### src/rtl/posit_mult_stream_buf.sv
// ============================================================================
// posit_mult_stream_buf -- credit-controlled result FIFO behind a fixed-latency
// posit multiplier that has no stall input.
// Optional: define POSIT_MBUF_NAR_CNT_EN to add the nar_cnt output.
// Revision: 1.0
// ============================================================================
`default_nettype none

module posit_mult_stream_buf #(
    parameter int N     = 16,
    parameter int DEPTH = 8,
    parameter int LAT   = 4
) (
    input  logic                       aclk,
    input  logic                       reset,
    input  logic                       in_valid,
    output logic                       in_ready,
    input  logic [N-1:0]               in_a,
    input  logic [N-1:0]               in_b,
    output logic [N-1:0]               mult_in1,
    output logic [N-1:0]               mult_in2,
    output logic                       mult_start,
    input  logic [N-1:0]               mult_result,
    input  logic                       mult_inf,
    input  logic                       mult_zero,
    input  logic                       mult_done,
    output logic                       out_valid,
    input  logic                       out_ready,
    output logic [N-1:0]               out_data,
    output logic                       out_inf,
    output logic                       out_zero,
    output logic [$clog2(DEPTH+1)-1:0] level,
`ifdef POSIT_MBUF_NAR_CNT_EN
    output logic [15:0]                nar_cnt,
`endif
    output logic                       err
);

    localparam int LW = $clog2(DEPTH + 1);
    localparam int PW = (DEPTH > 1) ? $clog2(DEPTH) : 1;
    localparam int CW = (LAT > 1) ? $clog2(LAT) : 1;

    localparam logic [LW-1:0] C_FULL       = LW'(DEPTH);
    localparam logic [LW:0]   C_CREDITS    = (LW + 1)'(DEPTH);
    localparam logic [CW-1:0] C_DRAIN_LAST = CW'(LAT - 1);

    typedef enum logic [0:0] {
        ST_DRAIN = 1'b0,
        ST_RUN   = 1'b1
    } state_t;

    state_t          state_q;
    logic [CW-1:0]   drain_cnt_q;
    logic [LW-1:0]   level_q, level_d;
    logic [LW-1:0]   inflight_q, inflight_d;
    logic [PW-1:0]   wr_ptr_q, rd_ptr_q;
    logic            err_q;
    logic [N+1:0]    mem_q [DEPTH];

    logic            w_run;
    logic [LW:0]     w_committed;
    logic            w_pop;
    logic            w_full;
    logic            w_done_run;
    logic            w_err_ev;
    logic            w_push;
    logic            w_retire;
    logic [N+1:0]    w_head;

    // Products launched before reset are still in the unresettable multiplier;
    // hold off for LAT cycles so their done strobes fall into the DRAIN window.
    always_ff @(posedge aclk) begin
        if (reset) begin
            state_q     <= ST_DRAIN;
            drain_cnt_q <= '0;
        end else begin
            case (state_q)
                ST_DRAIN: begin
                    if (drain_cnt_q == C_DRAIN_LAST) begin
                        state_q <= ST_RUN;
                    end else begin
                        drain_cnt_q <= drain_cnt_q + CW'(1);
                    end
                end
                default: state_q <= ST_RUN;
            endcase
        end
    end

    assign w_run       = (state_q == ST_RUN);
    assign w_committed = {1'b0, level_q} + {1'b0, inflight_q};
    assign in_ready    = w_run && (w_committed < C_CREDITS);
    assign mult_start  = in_valid && in_ready;
    assign mult_in1    = in_a;
    assign mult_in2    = in_b;

    assign out_valid   = (level_q != '0);
    assign w_pop       = out_valid && out_ready;
    assign w_full      = (level_q == C_FULL);
    assign w_done_run  = w_run && mult_done;
    assign w_err_ev    = w_done_run && ((inflight_q == '0) || (w_full && !w_pop));
    assign w_push      = w_done_run && !w_err_ev;
    // A done with a live credit always retires it, even if its write was dropped.
    assign w_retire    = w_done_run && (inflight_q != '0);

    always_comb begin
        inflight_d = inflight_q;
        if (mult_start && !w_retire) begin
            inflight_d = inflight_q + LW'(1);
        end else if (!mult_start && w_retire) begin
            inflight_d = inflight_q - LW'(1);
        end
    end

    always_comb begin
        level_d = level_q;
        if (w_push && !w_pop) begin
            level_d = level_q + LW'(1);
        end else if (!w_push && w_pop) begin
            level_d = level_q - LW'(1);
        end
    end

    always_ff @(posedge aclk) begin
        if (reset) begin
            level_q    <= '0;
            inflight_q <= '0;
            wr_ptr_q   <= '0;
            rd_ptr_q   <= '0;
            err_q      <= 1'b0;
        end else begin
            level_q    <= level_d;
            inflight_q <= inflight_d;
            if (w_push) begin
                wr_ptr_q <= wr_ptr_q + PW'(1);
            end
            if (w_pop) begin
                rd_ptr_q <= rd_ptr_q + PW'(1);
            end
            if (w_err_ev) begin
                err_q <= 1'b1;
            end
        end
    end

    always_ff @(posedge aclk) begin
        if (w_push) begin
            mem_q[wr_ptr_q] <= {mult_result, mult_inf, mult_zero};
        end
    end

    assign w_head   = mem_q[rd_ptr_q];
    assign out_data = out_valid ? w_head[N+1:2] : '0;
    assign out_inf  = out_valid && w_head[1];
    assign out_zero = out_valid && w_head[0];
    assign level    = level_q;
    assign err      = err_q;

`ifdef POSIT_MBUF_NAR_CNT_EN
    logic [15:0] nar_cnt_q;

    always_ff @(posedge aclk) begin
        if (reset) begin
            nar_cnt_q <= '0;
        end else if (w_push && mult_inf && (nar_cnt_q != 16'hFFFF)) begin
            nar_cnt_q <= nar_cnt_q + 16'd1;
        end
    end

    assign nar_cnt = nar_cnt_q;
`endif

endmodule

`default_nettype wire

### config.mk
export PLATFORM = sky130hd
export DESIGN_NAME = posit_mult_stream_buf
export DESIGN_NICKNAME = d
export VERILOG_FILES = /design/src/rtl/posit_mult_stream_buf.sv
export SDC_FILE = /design/constraint.sdc
export NUM_CORES = 1
export LEC_CHECK = 0
export ABC_AREA = 1
export CAP_MARGIN = 40
export CORE_MARGIN = 2
export CORE_UTILIZATION = 50
export CTS_CLUSTER_SIZE = 8
export DETAILED_ROUTE_END_ITERATION = 8
export PLACE_DENSITY = 0.75
export SYNTH_ARGS = -nofsm -noshare
export SYNTH_HDL_FRONTEND = slang
export SYNTH_SLANG_ARGS = --single-unit
export TNS_END_PERCENT = 30
### constraint.sdc
create_clock -name aclk -period 3 [get_ports aclk]
set_input_delay 0.75 -clock aclk [delete_from_list [all_inputs] [get_ports aclk]]
set_output_delay 0.75 -clock aclk [all_outputs]
set_load 0.05 [all_outputs]
* Yosys cells after proc, flatten, opt, wreduce, memory -nomap -nowiden
Memory sizes are Yosys's and may differ from the RTL's. A register that Yosys moved wholly into a read port is not among the register bits. Cells that the tools add are included.
Word-level totals: register bits 18, bits in writable memories 144, output and inout port bits 58, logic and storage cells 58, memories kept 1
Cells by class: add/sub/neg operators 8, order comparisons 1, equal/unequal tests 2, mux-type cells 11, bitwise operators 2, reductions and logical operators 26
Memory list:
- mem_q | words 8, bits a word 18, read ports 1, clocked after memory_dff 1, wr ports 1, RTL line 58 | logic [N+1:0] mem_q [DEPTH];
Operators with widths (count):
- $mux 16 | 1
- $mux 4 | 4
- $logic_and 1x1->1 | 14
- $add 4x1->4 const B | 2
- $reduce_bool 4->1 | 2
- $sub 4x1->4 const B | 2
- $add 3x1->3 const B | 2
- $mux 3 | 2
- $add 4x4->5 | 1
- $logic_not 1->1 | 5
- $lt 5x4->1 const B | 1
- $eq 4x4->1 const B | 1
- $logic_not 4->1 | 1
- $mux 1 | 4
- $reduce_bool 2->1 | 2
- $add 2x1->2 const B | 1
- $eq 2x2->1 const B | 1
- $not 1->1 | 2
- $reduce_and 2->1 | 1
- $logic_or 1x1->1 | 1

* Depth between registers and ports, before layout
depth after elaboration 12, mapped depth 15, mapped depth without buffers 15

* Worst setup path before layout
Ideal clock, no wire load.
path type register -> register, start register level_q[3] (netlist: level[3]), end register inflight_q[3], data arrival time 3801 ps, required time 2929 ps, setup slack -872 ps, stages on the path, launching flop included 15, path buffers 0, clock period less this slack 3872 ps, cells stage by stage dfxtp_1 -> ha_1 -> nor3_1 -> nand2_1 -> a21oi_1 -> and2_1 -> ha_1 -> inv_1 -> ha_1 -> or2_2 -> nand2_1 -> nand2_1 -> nand2_1 -> nand2_1 -> a21oi_1
On the way: word-level cells in the longest chain between the ends 7, elaborated cells on any way between the ends 9
RTL lines:
- start, declared | RTL line 54 | logic [LW-1:0] level_q, level_d;
- start signal, assigned | RTL line 132 | level_q <= level_d;
- $add 4x4->5 * | RTL line 91 | assign w_committed = {1'b0, level_q} + {1'b0, inflight_q};
- $lt 5x4->1 * | RTL line 92 | assign in_ready = w_run && (w_committed < C_CREDITS);
- $logic_and 1x1->1 * | RTL line 92
- named net in_ready | RTL line 17 | output logic in_ready,
- $logic_and 1x1->1 * | RTL line 93 | assign mult_start = in_valid && in_ready;
- named net mult_start | RTL line 22 | output logic mult_start,
- $logic_not 1->1 | RTL line 110 | end else if (!mult_start && w_retire) begin
- $logic_and 1x1->1 | RTL line 110
- $reduce_bool 2->1 (no source line)
- end signal, assigned | RTL line 133 | inflight_q <= inflight_d;
- end, declared | RTL line 55 | logic [LW-1:0] inflight_q, inflight_d;
The timed path passes the listed nets; every way through them passes the cells marked *. A chain may end at the register's enable or synchronous reset.

* Worst setup path after layout
start register inflight_q[3], end output port in_ready
On the way: word-level cells in the longest chain between the ends 3
RTL lines (RTL line):
- $add 4x4->5 | 91
- $lt 5x4->1 | 92
- $logic_and 1x1->1 | 92
- end, declared | 17
Every way passes these cells.

==> PnR_summary.wiki <==
{| class="wikitable"
! Metric !! Value
|-
| Outcome || completed
|-
| Placement-stage worst setup slack || 0.0409 ns
|-
| Area of the core || 0.0139 sq mm
|-
| Wirelength, routed || 15.3 mm
|-
| Antenna viol nets, final || 0
|-
| Count of max-cap constraint violations || 0
|-
| Fin nets || 759
|-
| Leakage power of the design || 3.05 nW
|-
| Total via count after detailed routing || 4829
|-
| Avg WL per Cell || 17.3 um
|-
| Total Negative Setup Slacks || 0 ns
|-
| Yosys reg bits || 165
|-
| Top-level I/O count || 113
|-
| Slew at the pin closest to its max-slew limit || 0.513 ns
|-
| Count of mapped cells out of synthesis || 657
|-
| Average size of a mapped cell || 10.9 sq um
|-
| Number of filler instances in the final layout || 1046
|-
| Footprint of the multi-input gates || 0.00194 sq mm
|-
| Post CTS Setup Buffer Count || 0
|-
| Worst-Skew Late Latency || 0.42 ns
|-
| Slew Viols, Final || 0
|-
| Overall track demand over capacity in global routing || 21.2%
|-
| Beginning of the worst register-to-register path || level[0]
|-
| Relative area change from synthesis to final layout || 18.0%
|-
| Worst min-delay path startpoint || err
|-
| # setup viols final || 0
|-
| Quantity of I/O buffers inserted on ports || 48
|-
| Required time worst endpoint || 2.25 ns
|-
| RD Place Congestion || 0.784
|-
| Clock Skew || 0.00866 ns
|-
| Maximum ir drop on the vdd rail || 0.000533 V
|-
| Nature of the critical path startpoint || register
|-
| Fraction of final layout cells with drive strength greater than 1 || 13.4%
|-
| Post-DP HPWL || 9.49 mm
|-
| Drt via density || 5.47
|-
| Fraction of the cycle the final worst path needs || 95.0%
|-
| Count of final hold-check violations || 0
|-
| Category of the critical setup timing path || register to output pin
|-
| Number of unique standard cell types used by synthesis || 27
|-
| Arrival time at the worst endpoint || 2.10 ns
|-
| Initial antenna violation count || 0
|-
| CTS H-Tree Depth || 4
|-
| Post-synthesis instance area || 0.00716 sq mm
|-
| Top achievable clock speed || 351 MHz
|-
| Crit. End Element || output pin
|-
| Final min period || 2.85 ns
|-
| Number of DRC violations after detailed-routing iteration 0 || 542
|-
| Width of the chip || 124 um
|-
| Initial core utilization || 51.4%
|-
| Post-route worst setup slack || 0.150 ns
|-
| Commonest non-fill, non-tap cells in the layout || 187 x nor2_1, 144 x edfxtp_1, 68 x o21ai_1
|-
| Area of all placed cells without fillers || 0.00845 sq mm
|-
| Most common cell after layout, fill and taps aside || nor2_1
|-
| Overall overflow remaining after global route || 0
|-
| Critical path startpoint || inflight_q[3]
|-
| Combined flip-flop and latch cell area || 0.00475 sq mm
|-
| Pin count of the biggest net entering global routing || 38
|-
| Number of sinks driven by the clock tree || 165
|-
| CTS Buffer Depth || 2
|-
| Clock tree from TritonCTS || done
|-
| Clock transition time at the flip-flop clock pins of the worst setup and hold paths || 0.06 ns
|-
| Worst hold slack after final layout || 0.491 ns
|-
| Clock buffer count from CTS || 17
|-
| Crit Path Max Fanout || 5
|-
| Number of iterations in the first detailed-routing pass || 5
|-
| Wire length of the first global-routing pass || 24.3 mm
|-
| Worst slew slack as a fraction of its limit || 65.7%
|-
| Sequential-to-total area share from yosys stat || 66.3%
|-
| Hold crit path type || register to register
|-
| Die height || 124 um
|-
| Die outline area || 0.0153 sq mm
|-
| Net count after synthesis || 726
|-
| Clk root buf || clkbuf_16
|-
| RSZ-0062 raised after global routing || no
|-
| Number of warning messages in the yosys log || 0
|-
| Vias in the first global route || 4918
|-
| Residual DRC count || 0
|-
| Cell area after placement || 0.00787 sq mm
|-
| Pwr per Cell Area || 1020 mW/mm^2
|-
| Row cnt || 43
|-
| N_diodes || 0
|}
logic make-up after synthesis:
family | after synthesis | share of synthesized area (%)
simple gates | 278 | 15.5
flops | 165 | 66.3
compound gates | 113 | 7.97
buf+inv | 83 | 7.13
fa+ha+maj | 14 | 2.66
xor+xnor | 4 | 0.489
worst max-delay path, cell delays in order (launching register included):
cell	delay [ns]
dfxtp_1	0.39
ha_1	0.26
nor3_1	0.22
nand2_1	0.12
a21oi_4	0.13
dlygate4sd2_1	0.56
layer usage:
layer	track usage (%)	wire, um
met1	25.5	6240
met2	37.1	7870
met3	4.81	954
met4	8.38	240
met5	0	0
worst paths after layout:
kind	endpoint	slack (ns)	cells after the start
max	in_ready	0.15	5
min	err	0.49	2
max reg2reg	level[3]	0.45	13
min reg2reg	err	0.49	2
synth_stat cells (all sizes together):
master	instances	area (sq um)
fa	2	40.0
or2	2	12.5
nor2	187	702
o21a	1	7.51
inv	22	85.1
dfxtp	21	420
o21bai	1	7.51
nor3	6	30.0
o21ai	99	495
nand2	56	213
clkbuf	2	7.51
buf	59	418
and2	1	6.26
nand3	25	140
nand4	1	6.26
a21oi	12	60.1
edfxtp	144	4320
ha	12	150
xor2	4	35.0
state kept, by name, summed over array words and instances, names as in the netlist, named ones only:
signal,cells
drain_cnt_q,2
mem_q,144
wr_ptr_q,3
level,4
state_q,1
err,1
inflight_q,4
rd_ptr_q,3
per-stage QoR:
| stage | power (mW) | cells | utilization (%) |
|---|---|---|---|
| floorplan | 5.12 | 657 | - |
| global placement | 6.44 | 851 | 56.5 |
| detailed placement | 6.54 | 851 | 56.5 |
| CTS | 8.62 | 883 | 60.6 |
| global route | 9.00 | 883 | 60.6 |
| finish | 8.59 | 883 | 60.6 |
repair_timing:
action                                 4_1_cts  5_1_grt
hold buffers                                 0        0
endpoints found under the hold margin        0        0
gates resized for setup                      1        1
setup endpoints to repair                    1       17
final cells by class:
type / count / area share [%]
well taps: 180 / 2.67
repair buffers: 75 / 10.3
clock buffers: 17 / 5.03
inverters: 22 / 1.01
clock inverters: 15 / 1.81
multi-input cells: 409 / 23.0
flip-flops and latches: 165 / 56.2
power breakdown:
| part | internal [mW] | total [mW] | switching, mW |
|---|---|---|---|
| Sequential | 2.57 | 2.68 | 0.108 |
| Combinational | 1.48 | 3.81 | 2.33 |
| Clock | 1.23 | 2.10 | 0.872 |
| Total | 5.28 | 8.59 | 3.31 |
(Power assumes the default switching activity.)
